--- config.mk ---
export PLATFORM = sky130hd
export DESIGN_NAME = uart_channel
export DESIGN_NICKNAME = d
export VERILOG_FILES = /design/src/rtl/uart_channel.sv
export SDC_FILE = /design/constraint.sdc
export NUM_CORES = 1
export LEC_CHECK = 0
export CORE_ASPECT_RATIO = 0.6
export CORE_MARGIN = 2
export CORE_UTILIZATION = 23
export CTS_CLUSTER_DIAMETER = 200
export DETAILED_ROUTE_END_ITERATION = 10
export GPL_TIMING_DRIVEN = 0
export PLACE_DENSITY = 0.48
export SKIP_CTS_REPAIR_TIMING = 1
export SYNTH_ARGS = -nofsm -noshare
export SYNTH_HDL_FRONTEND = slang
export SYNTH_SLANG_ARGS = --single-unit
export TNS_END_PERCENT = 10
--- constraint.sdc ---
create_clock -name clk -period 4.65 [get_ports clk]
set_clock_uncertainty 0.1 [all_clocks]
set_input_delay 0.6975 -clock clk [delete_from_list [all_inputs] [get_ports clk]]
set_output_delay 0.6975 -clock clk [all_outputs]
set_load 0.03 [all_outputs]
--- src/rtl/uart_channel.sv ---
// uart_channel: full-duplex 8N1 UART channel with RX/TX FIFOs; define UART_PARITY_EN for 8E1 framing
module uart_channel #(
    parameter int FIFO_AW     = 4,
    parameter int SYNC_STAGES = 2
) (
    input  logic        clk,
    input  logic        reset,
    input  logic [15:0] divider,
    input  logic        tx_wr,
    input  logic [7:0]  tx_data,
    input  logic        rx_rd,
    output logic [7:0]  rx_data,
    output logic [5:0]  status,
    input  logic        rxd,
    output logic        txd
);
    localparam int DEPTH = 1 << FIFO_AW;
`ifdef UART_PARITY_EN
    typedef enum logic [2:0] {IDLE, START, DATA, PARITY, STOP} state_t;
`else
    typedef enum logic [1:0] {IDLE, START, DATA, STOP} state_t;
`endif
    logic [15:0]      div_q, tick_cnt;
    logic             tick;
    logic [7:0]       tx_mem [DEPTH];
    logic [FIFO_AW:0] tx_wp, tx_rp;
    logic             tx_empty, tx_full, tx_push, tx_pop, tx_end;
    state_t           tx_state, tx_next;
    logic [3:0]       tx_tc;
    logic [2:0]       tx_bit;
    logic [7:0]       tx_sh, tx_head;
    logic [SYNC_STAGES-1:0] rx_sync;
    logic             rxs, rx_prev, rx_mid, rx_end, rx_ok, rx_done, rx_bad;
    logic [7:0]       rx_mem [DEPTH];
    logic [FIFO_AW:0] rx_wp, rx_rp;
    logic             rx_empty, rx_full, rx_push, rx_pop, rx_ovr, rx_err;
    state_t           rx_state, rx_next;
    logic [3:0]       rx_tc;
    logic [2:0]       rx_bit;
    logic [7:0]       rx_sh;
`ifdef UART_PARITY_EN
    logic             tx_par, rx_perr;
    assign rx_ok = rxs && !rx_perr;
`else
    assign rx_ok = rxs;
`endif
    assign tick     = tick_cnt == ((div_q < 16'd2) ? 16'd0 : div_q - 16'd1);
    assign tx_empty = tx_wp == tx_rp;
    assign tx_full  = tx_wp == {~tx_rp[FIFO_AW], tx_rp[FIFO_AW-1:0]};
    assign tx_push  = tx_wr && !tx_full;
    assign tx_head  = tx_mem[tx_rp[FIFO_AW-1:0]];
    assign tx_end   = tick && tx_tc == 4'd15;
    assign rxs      = rx_sync[SYNC_STAGES-1];
    assign rx_mid   = tick && rx_tc == 4'd7;
    assign rx_end   = tick && rx_tc == 4'd15;
    assign rx_empty = rx_wp == rx_rp;
    assign rx_full  = rx_wp == {~rx_rp[FIFO_AW], rx_rp[FIFO_AW-1:0]};
    assign rx_pop   = rx_rd && !rx_empty;
    assign rx_push  = rx_done && (!rx_full || rx_pop);
    assign rx_data  = rx_empty ? 8'h00 : rx_mem[rx_rp[FIFO_AW-1:0]];

    // Oversampling tick; a new divider is only picked up at the wrap
    always_ff @(posedge clk) begin
        if (reset || tick) begin
            tick_cnt <= '0;
            div_q    <= divider;
        end else
            tick_cnt <= tick_cnt + 16'd1;
    end

    // FIFO storage (no reset needed, pointers define validity)
    always_ff @(posedge clk) begin
        if (tx_push) tx_mem[tx_wp[FIFO_AW-1:0]] <= tx_data;
        if (rx_push) rx_mem[rx_wp[FIFO_AW-1:0]] <= rx_sh;
    end

    // TX next state, FIFO pop and line level; STOP chains straight into START
    always_comb begin
        tx_next = tx_state;
        tx_pop  = 1'b0;
        txd     = tx_state == START ? 1'b0 : tx_state == DATA ? tx_sh[0] : 1'b1;
        case (tx_state)
            IDLE: begin
                tx_pop  = tick && !tx_empty;
                tx_next = tx_pop ? START : IDLE;
            end
            START: tx_next = tx_end ? DATA : START;
`ifdef UART_PARITY_EN
            DATA: tx_next = (tx_end && tx_bit == 3'd7) ? PARITY : DATA;
            PARITY: begin
                txd     = tx_par;
                tx_next = tx_end ? STOP : PARITY;
            end
`else
            DATA: tx_next = (tx_end && tx_bit == 3'd7) ? STOP : DATA;
`endif
            STOP: begin
                tx_pop  = tx_end && !tx_empty;
                tx_next = tx_pop ? START : tx_end ? IDLE : STOP;
            end
            default: tx_next = IDLE;
        endcase
    end

    // TX state, pointers, tick/bit counters and shifter
    always_ff @(posedge clk) begin
        if (reset) begin
            tx_state <= IDLE;
            tx_wp    <= '0;
            tx_rp    <= '0;
            tx_tc    <= '0;
            tx_bit   <= '0;
            tx_sh    <= '0;
        end else begin
            tx_state <= tx_next;
            if (tx_push) tx_wp <= tx_wp + 1'b1;
            if (tx_pop) begin
                tx_rp  <= tx_rp + 1'b1;
                tx_sh  <= tx_head;
                tx_tc  <= '0;
                tx_bit <= '0;
            end else if (tick && tx_state != IDLE) begin
                tx_tc <= tx_tc + 4'd1;
                if (tx_end && tx_state == DATA) begin
                    tx_sh  <= tx_sh >> 1;
                    tx_bit <= tx_bit + 3'd1;
                end
            end
        end
    end

`ifdef UART_PARITY_EN
    // Parity bits: TX computed at load, RX compared at the parity bit centre
    always_ff @(posedge clk) begin
        if (reset) begin
            tx_par  <= 1'b0;
            rx_perr <= 1'b0;
        end else begin
            if (tx_pop) tx_par <= ^tx_head;
            if (rx_end && rx_state == PARITY) rx_perr <= rxs != ^rx_sh;
        end
    end
`endif

    // rxd synchroniser and edge history
    always_ff @(posedge clk) begin
        rx_sync <= reset ? '1 : {rx_sync[SYNC_STAGES-2:0], rxd};
        rx_prev <= reset ? 1'b1 : rxs;
    end

    // RX next state; a bad stop needs rxd high again before a new falling edge can arm
    always_comb begin
        rx_next = rx_state;
        rx_done = 1'b0;
        rx_bad  = 1'b0;
        case (rx_state)
            IDLE: rx_next = (rx_prev && !rxs) ? START : IDLE;
            START: rx_next = rx_mid ? (rxs ? IDLE : DATA) : START;
`ifdef UART_PARITY_EN
            DATA: rx_next = (rx_end && rx_bit == 3'd7) ? PARITY : DATA;
            PARITY: rx_next = rx_end ? STOP : PARITY;
`else
            DATA: rx_next = (rx_end && rx_bit == 3'd7) ? STOP : DATA;
`endif
            STOP: begin
                rx_done = rx_end && rx_ok;
                rx_bad  = rx_end && !rx_ok;
                rx_next = rx_end ? IDLE : STOP;
            end
            default: rx_next = IDLE;
        endcase
    end

    // RX state, counters, shifter, pointers and sticky flags (set beats clear)
    always_ff @(posedge clk) begin
        if (reset) begin
            rx_state <= IDLE;
            rx_tc    <= '0;
            rx_bit   <= '0;
            rx_sh    <= '0;
            rx_wp    <= '0;
            rx_rp    <= '0;
            rx_ovr   <= 1'b0;
            rx_err   <= 1'b0;
        end else begin
            rx_state <= rx_next;
            rx_tc    <= (rx_state == IDLE || (rx_mid && rx_state == START)) ? 4'd0 :
                        tick ? rx_tc + 4'd1 : rx_tc;
            if (rx_end && rx_state == DATA) begin
                rx_sh  <= {rxs, rx_sh[7:1]};
                rx_bit <= rx_bit + 3'd1;
            end
            if (rx_push) rx_wp <= rx_wp + 1'b1;
            if (rx_pop) rx_rp <= rx_rp + 1'b1;
            rx_ovr <= (rx_done && rx_full && !rx_pop) || (rx_ovr && !rx_rd);
            rx_err <= rx_bad || (rx_err && !rx_rd);
        end
    end

    // Registered status word
    always_ff @(posedge clk) begin
        status <= reset ? 6'b100000 :
                  {tx_empty && tx_state == IDLE, tx_full, rx_err, rx_ovr, rx_full, !rx_empty};
    end
endmodule

### After elaboration in Yosys (flattened, before gate mapping)

Memory sizes are Yosys's and may differ from the RTL's. A register that Yosys moved wholly into a read port is not among the register bits.
Index checks and enable logic that the tools add are counted.

* memories: 2
* RAM bits: 256
* input port bits: 29
* register bits after elaboration: 97
* logic and storage cells: 123

* $lt $le $gt $ge: 1
* reduce and logical (&&, ||, !) cells: 43
* $add $sub $neg: 10
* muxes and demuxes: 30
* bitwise operators: 2
* eq/ne operators: 16

Memories
* rx_mem: depth 16, bits a word 8, rd ports 1, clocked after memory_dff 1, wr ports 1, RTL line 34 `logic [7:0] rx_mem [DEPTH];`
* tx_mem: depth 16, bits a word 8, rd ports 1, clocked after memory_dff 1, wr ports 1, RTL line 25 `logic [7:0] tx_mem [DEPTH];`

Operator list (count)
* $mux W8: 4
* $logic_and A1 B1 Y1: 22
* $add A5 B1 Y5 const B: 4
* $eq A5 B5 Y1: 4
* $add A16 B1 Y16 const B: 1
* $eq A16 B16 Y1: 1
* $lt A16 B2 Y1 const B: 1
* $mux W16: 1
* $mux W4: 4
* $pmux W2 S4: 2
* $sub A16 B1 Y16 const B: 1
* $mux W1: 12
* $mux W2: 6
* $add A4 B1 Y4 const B: 2
* $eq A2 B2 Y1 const B: 4
* $eq A4 B4 Y1 const B: 2
* $logic_not A1 Y1: 7
* $add A3 B1 Y3 const B: 2
* $eq A3 B3 Y1 const B: 2
* $reduce_bool A2 Y1: 3
* $logic_or A1 B1 Y1: 5
* $eq A2 B1 Y1 const B: 2
* $eq A4 B3 Y1 const B: 1
* $logic_not A2 Y1: 2
* 4 further kinds: 7

### Longest topological paths before layout

* depth after elaboration: 9
* mapped depth: 13

### Least setup slack after synthesis

No wires, ideal clock.

* path type: register to register
* start point: register div_q[0]
* end point: memory rx_mem[15][0], enable pin
* path buffers: 2
* arrival time: 3026 ps
* required time: 4167 ps
* period minus slack after synthesis: 3510 ps
* cell stages (with the launch flop): 12
* path slack: 1140 ps
* cells stage by stage: edfxtp_1 > inv_1 > ha_1 > nor2b_1 > and3_4 > xnor2_1 > a22o_1 > a2111oi_4 > nand4_4 > buf_6 > clkbuf_1 > nor3_1

* longest elaborated chain between the ends: 9

Ends and longest elaborated chain
* start, declared: RTL line 23 `logic [15:0] div_q, tick_cnt;`
* start signal, assigned: RTL line 66 `div_q <= divider;`
* $sub A16 B1 Y16 / $lt A16 B2 Y1 (equally long branches): RTL line 47 `assign tick = tick_cnt == ((div_q < 16'd2) ? 16'd0 : div_q - 16'd1);`
* $mux W16 *: RTL line 47
* $eq A16 B16 Y1 *: RTL line 47
* $logic_and A1 B1 Y1 *: RTL line 55 `assign rx_end = tick && rx_tc == 4'd15;`
* $logic_and A1 B1 Y1 *: RTL line 166 `rx_done = rx_end && rx_ok;`
* $mux W1 *: RTL line 156 `case (rx_state)`
* $logic_and A1 B1 Y1 *: RTL line 59 `assign rx_push = rx_done && (!rx_full || rx_pop);`
* $mux W1 *: RTL line 74 `if (rx_push) rx_mem[rx_wp[FIFO_AW-1:0]] <= rx_sh;`
* $mux W1 (not written as such) *: RTL line 74
* end, declared: RTL line 34

Every way passes the cells marked *; elsewhere a longest branch is shown, timed or not.

### Final worst setup path

* start point: register div_q[1]
* end point: register div_q[6], enable pin

* longest elaborated chain between the ends: 4

Ends and longest elaborated chain
* $sub A16 B1 Y16 / $lt A16 B2 Y1 (equally long branches): RTL line 47
* $mux W16 *: RTL line 47
* $eq A16 B16 Y1 *: RTL line 47
* $logic_or A1 B1 Y1 *: RTL line 64 `if (reset || tick) begin`

Marked as above.
A chain may end at the register's enable or synchronous reset.

==> flow_metrics.tcl <==
set metrics [dict create \
    status "finished clean" \
    final_cell_mix "edfxtp_1, dfxtp_1, mux4_2, nor2_1, clkbuf_1" \
    drc 0 \
    nFillCells 6474 \
    required_ns 4.71 \
    root_buffer "clkbuf_16" \
    setup_viol 0 \
    hpwlAfterDp_um 25700 \
    detail-route-antenna-nets 0 \
    min_to "rx_sync[1]$_SDFF_PP1_" \
    grt_use_met3 0.0257 \
    reg2reg_slack_ns 0.29 \
    final_cell_area_um2 17900 \
    numCtsBuffers 37 \
    vias 8860 \
    yosysTopAreaCellShare 0.542 \
    initialDrtViolationCount 774 \
    clk_pin_slew_ns 0.07 \
    cts_tree "built" \
    critPathArrivalTime_ns 4.42 \
    track_usage 0.110 \
    die-height_um 202 \
    nets 1137 \
    die_w_um 335 \
    cts_max_path_buffers 3 \
    yosysWarningCount 0 \
    final_common_cell "edfxtp_1" \
    pre_cts_ws_ns 0.154 \
    area_growth_pct 18.4 \
    leakage_nw 5.79 \
    setup_tns_ns 0 \
    powerDensity_nw_per_um2 379 \
    hold_viol 0 \
    hold_class "reg2reg" \
    worstHoldStart "rx_sync[0]$_SDFF_PP1_" \
    grt_first_pass_wirelength_um 56200 \
    critPathKind "reg2reg" \
    synth.distinct_cells 59 \
    cts_sinks 361 \
    place_congestion 0.780 \
    grt_max_degree 19 \
    pin_count 44 \
    synth_area_leaders "edfxtp_1, dfxtp_1, mux4_2" \
    vias_per_cell 4.51 \
    syn_nets 1053 \
    layout_min_cycle_time_ns 4.36 \
    grt_use_met2 0.146 \
    grt-busiest-layer "met1" \
    post-synth-top-area-cell "edfxtp_1" \
    synth-edff-count 272 \
    finalNonFillerCells 1966 \
    ir_worst_vdd_uv 201 \
    antenna_found_initial 2 \
    grt_overflow 0 \
    worst-slew-pin-transition_ns 1.33 \
    fin_util 0.276 \
    rows 72 \
    cts_htree_levels 2 \
    start_util 0.233 \
    wl_um 37200 \
    crit-reg2reg-launch "div_q[1]$_DFFE_PP_" \
    synthCells 1001 \
    grt_setup_unrepaired "false" \
    ys.flop_type "edfxtp_1" \
    clk-insertion-delay-late_ns 0.54 \
    wl_per_cell_um 18.9 \
    slew-limit-headroom 0.105 \
    async_flop_share 0 \
    place_area_um2 16600 \
    io_buffers 43 \
    drv_slew 0 \
    cp_max_fo 16 \
    whs_path_depth 1 \
    die_area_um2 67700 \
    fin_crit_sh 0.938 \
    drive_gt1_frac 0.145 \
    drv_cap 0 \
    core_um2 64600 \
    netlist_area_um2 15100 \
    critical_path.startpoint_type "register" \
    syn_area_per_cell_um2 15.1 \
    cp-end-kind "register" \
    timing.fmax_ghz 0.229 \
    worst-r2r-cell-count 13 \
    setup_ws_ns 0.289 \
    ys_ff_latch 361 \
    grt_pass1_vias 8694 \
    r2r-end "div_q[6]$_DFFE_PP_" \
    placed_cells 1897 \
    first_pass_iters 4 \
    ys_seq_area_frac 0.660 \
    grt_util_met1 0.178 \
]
==> cell usage after synthesis (4+ instances only) <==
cell and instances:
mux4_2 72, nand2_1 33, a21oi_1 45, a31oi_1 5, and4_1 10, nor2_1 50
nand4_1 15, a211oi_1 20, or3_1 9, o21ai_0 38, ha_1 23, inv_1 23
dfxtp_1 89, nand2b_1 4, o31ai_1 14, xnor2_1 19, clkbuf_1 42, nor2b_1 14
nand3_1 29, buf_2 7, and2_1 5, nor3_1 31, xor2_1 26, nor4_1 9
mux2i_1 15, and3_1 25, or4_1 7, edfxtp_1 272, buf_1 9
==> stage by stage <==
step | hold WS (ns) | power, mW
final | 0.342 | 6.78
after global routing | 0.367 | 7.00
after CTS | 0.331 | 6.85
after detailed placement | 0.296 | 3.77
after global placement | 0.303 | 3.76
after floorplan | 0.289 | 3.67
==> cells by family (layout without fill, tap and decap cells) <==
logic type,count (synthesis),in the layout,synth area share
AOI/OAI and AO/OA,149,149,0.0629
and+or+nand+nor,252,252,0.0919
xor gates and xnor gates,45,45,0.0261
DFF,361,361,0.660
muxes,88,88,0.118
buffers and inverters,83,195,0.0217
adders and majority gates,23,23,0.0191
other,0,2,0
==> critical path: stages, from the launching register on <==
cell and delay, ns:
edfxtp_1 0.50, inv_1 0.10, ha_1 0.21, nor2b_1 0.47
and3_4 0.29, xnor2_1 0.06, a22o_1 0.22, a2111oi_4 0.40
and4_1 0.25, buf_2 0.23, buf_2 0.32, buf_2 0.29
nor2_1 0.07, inv_1 0.48
==> layout make-up <==
class / count / area (µm²) / area share
Clock buffer: 44 / 973 / 0.0545
Buffer: 59 / 245 / 0.0137
Tap cell: 851 / 1060 / 0.0596
Sequential cell: 361 / 9950 / 0.557
Inverter: 24 / 90.1 / 0.00505
Timing Repair Buffer: 45 / 440 / 0.0247
Multi-Input combinational cell: 557 / 4830 / 0.270
Clock inverter: 23 / 260 / 0.0146
Antenna cell: 2 / 5.00 / 0.000280
==> worst max-delay path by stage <==
stage | startpoint | endpoint | cells past startpoint
final | div_q[1]$_DFFE_PP_ | div_q[6]$_DFFE_PP_ | 13
after global routing | register | rx_data[1] | 7
after CTS | register | rx_data[6] | 7
after detailed placement | register | rx_data[6] | 7
after global placement | div_q[10]$_DFFE_PP_ | rx_mem[15][6]$_DFFE_PP_ | 9
after floorplan | div_q[0]$_DFFE_PP_ | rx_mem[15][0]$_DFFE_PP_ | 11
==> power by group <==
part           internal (mW)  switching (mW)
sequential              3.47          0.0298
clock                   1.79            1.29
combinational         0.0734           0.118
total                   5.34            1.44
==> sequential cells by signal, indices dropped and copies added, names as in the netlist, 2 cells and up, named ones only <==
register / count
rx_mem: 128
tx_mem: 128
div_q: 16
tick_cnt: 16
rx_sh: 8
tx_sh: 8
status: 6
rx_rp: 5
rx_wp: 5
tx_rp: 5
tx_wp: 5
rx_tc: 4
tx_tc: 4
rx_bit: 3
tx_bit: 3
rx_state: 2
rx_sync: 2
tx_state: 2
==> layer usage <==
layer	vias up	share of wire	routed length, µm
met5	-	0	0
met4	0	0.014	536
met3	43	0.061	2280
met2	196	0.39	14600
met1	4527	0.53	19700
li1	4094	-	-
(Power assumes the default switching activity.)
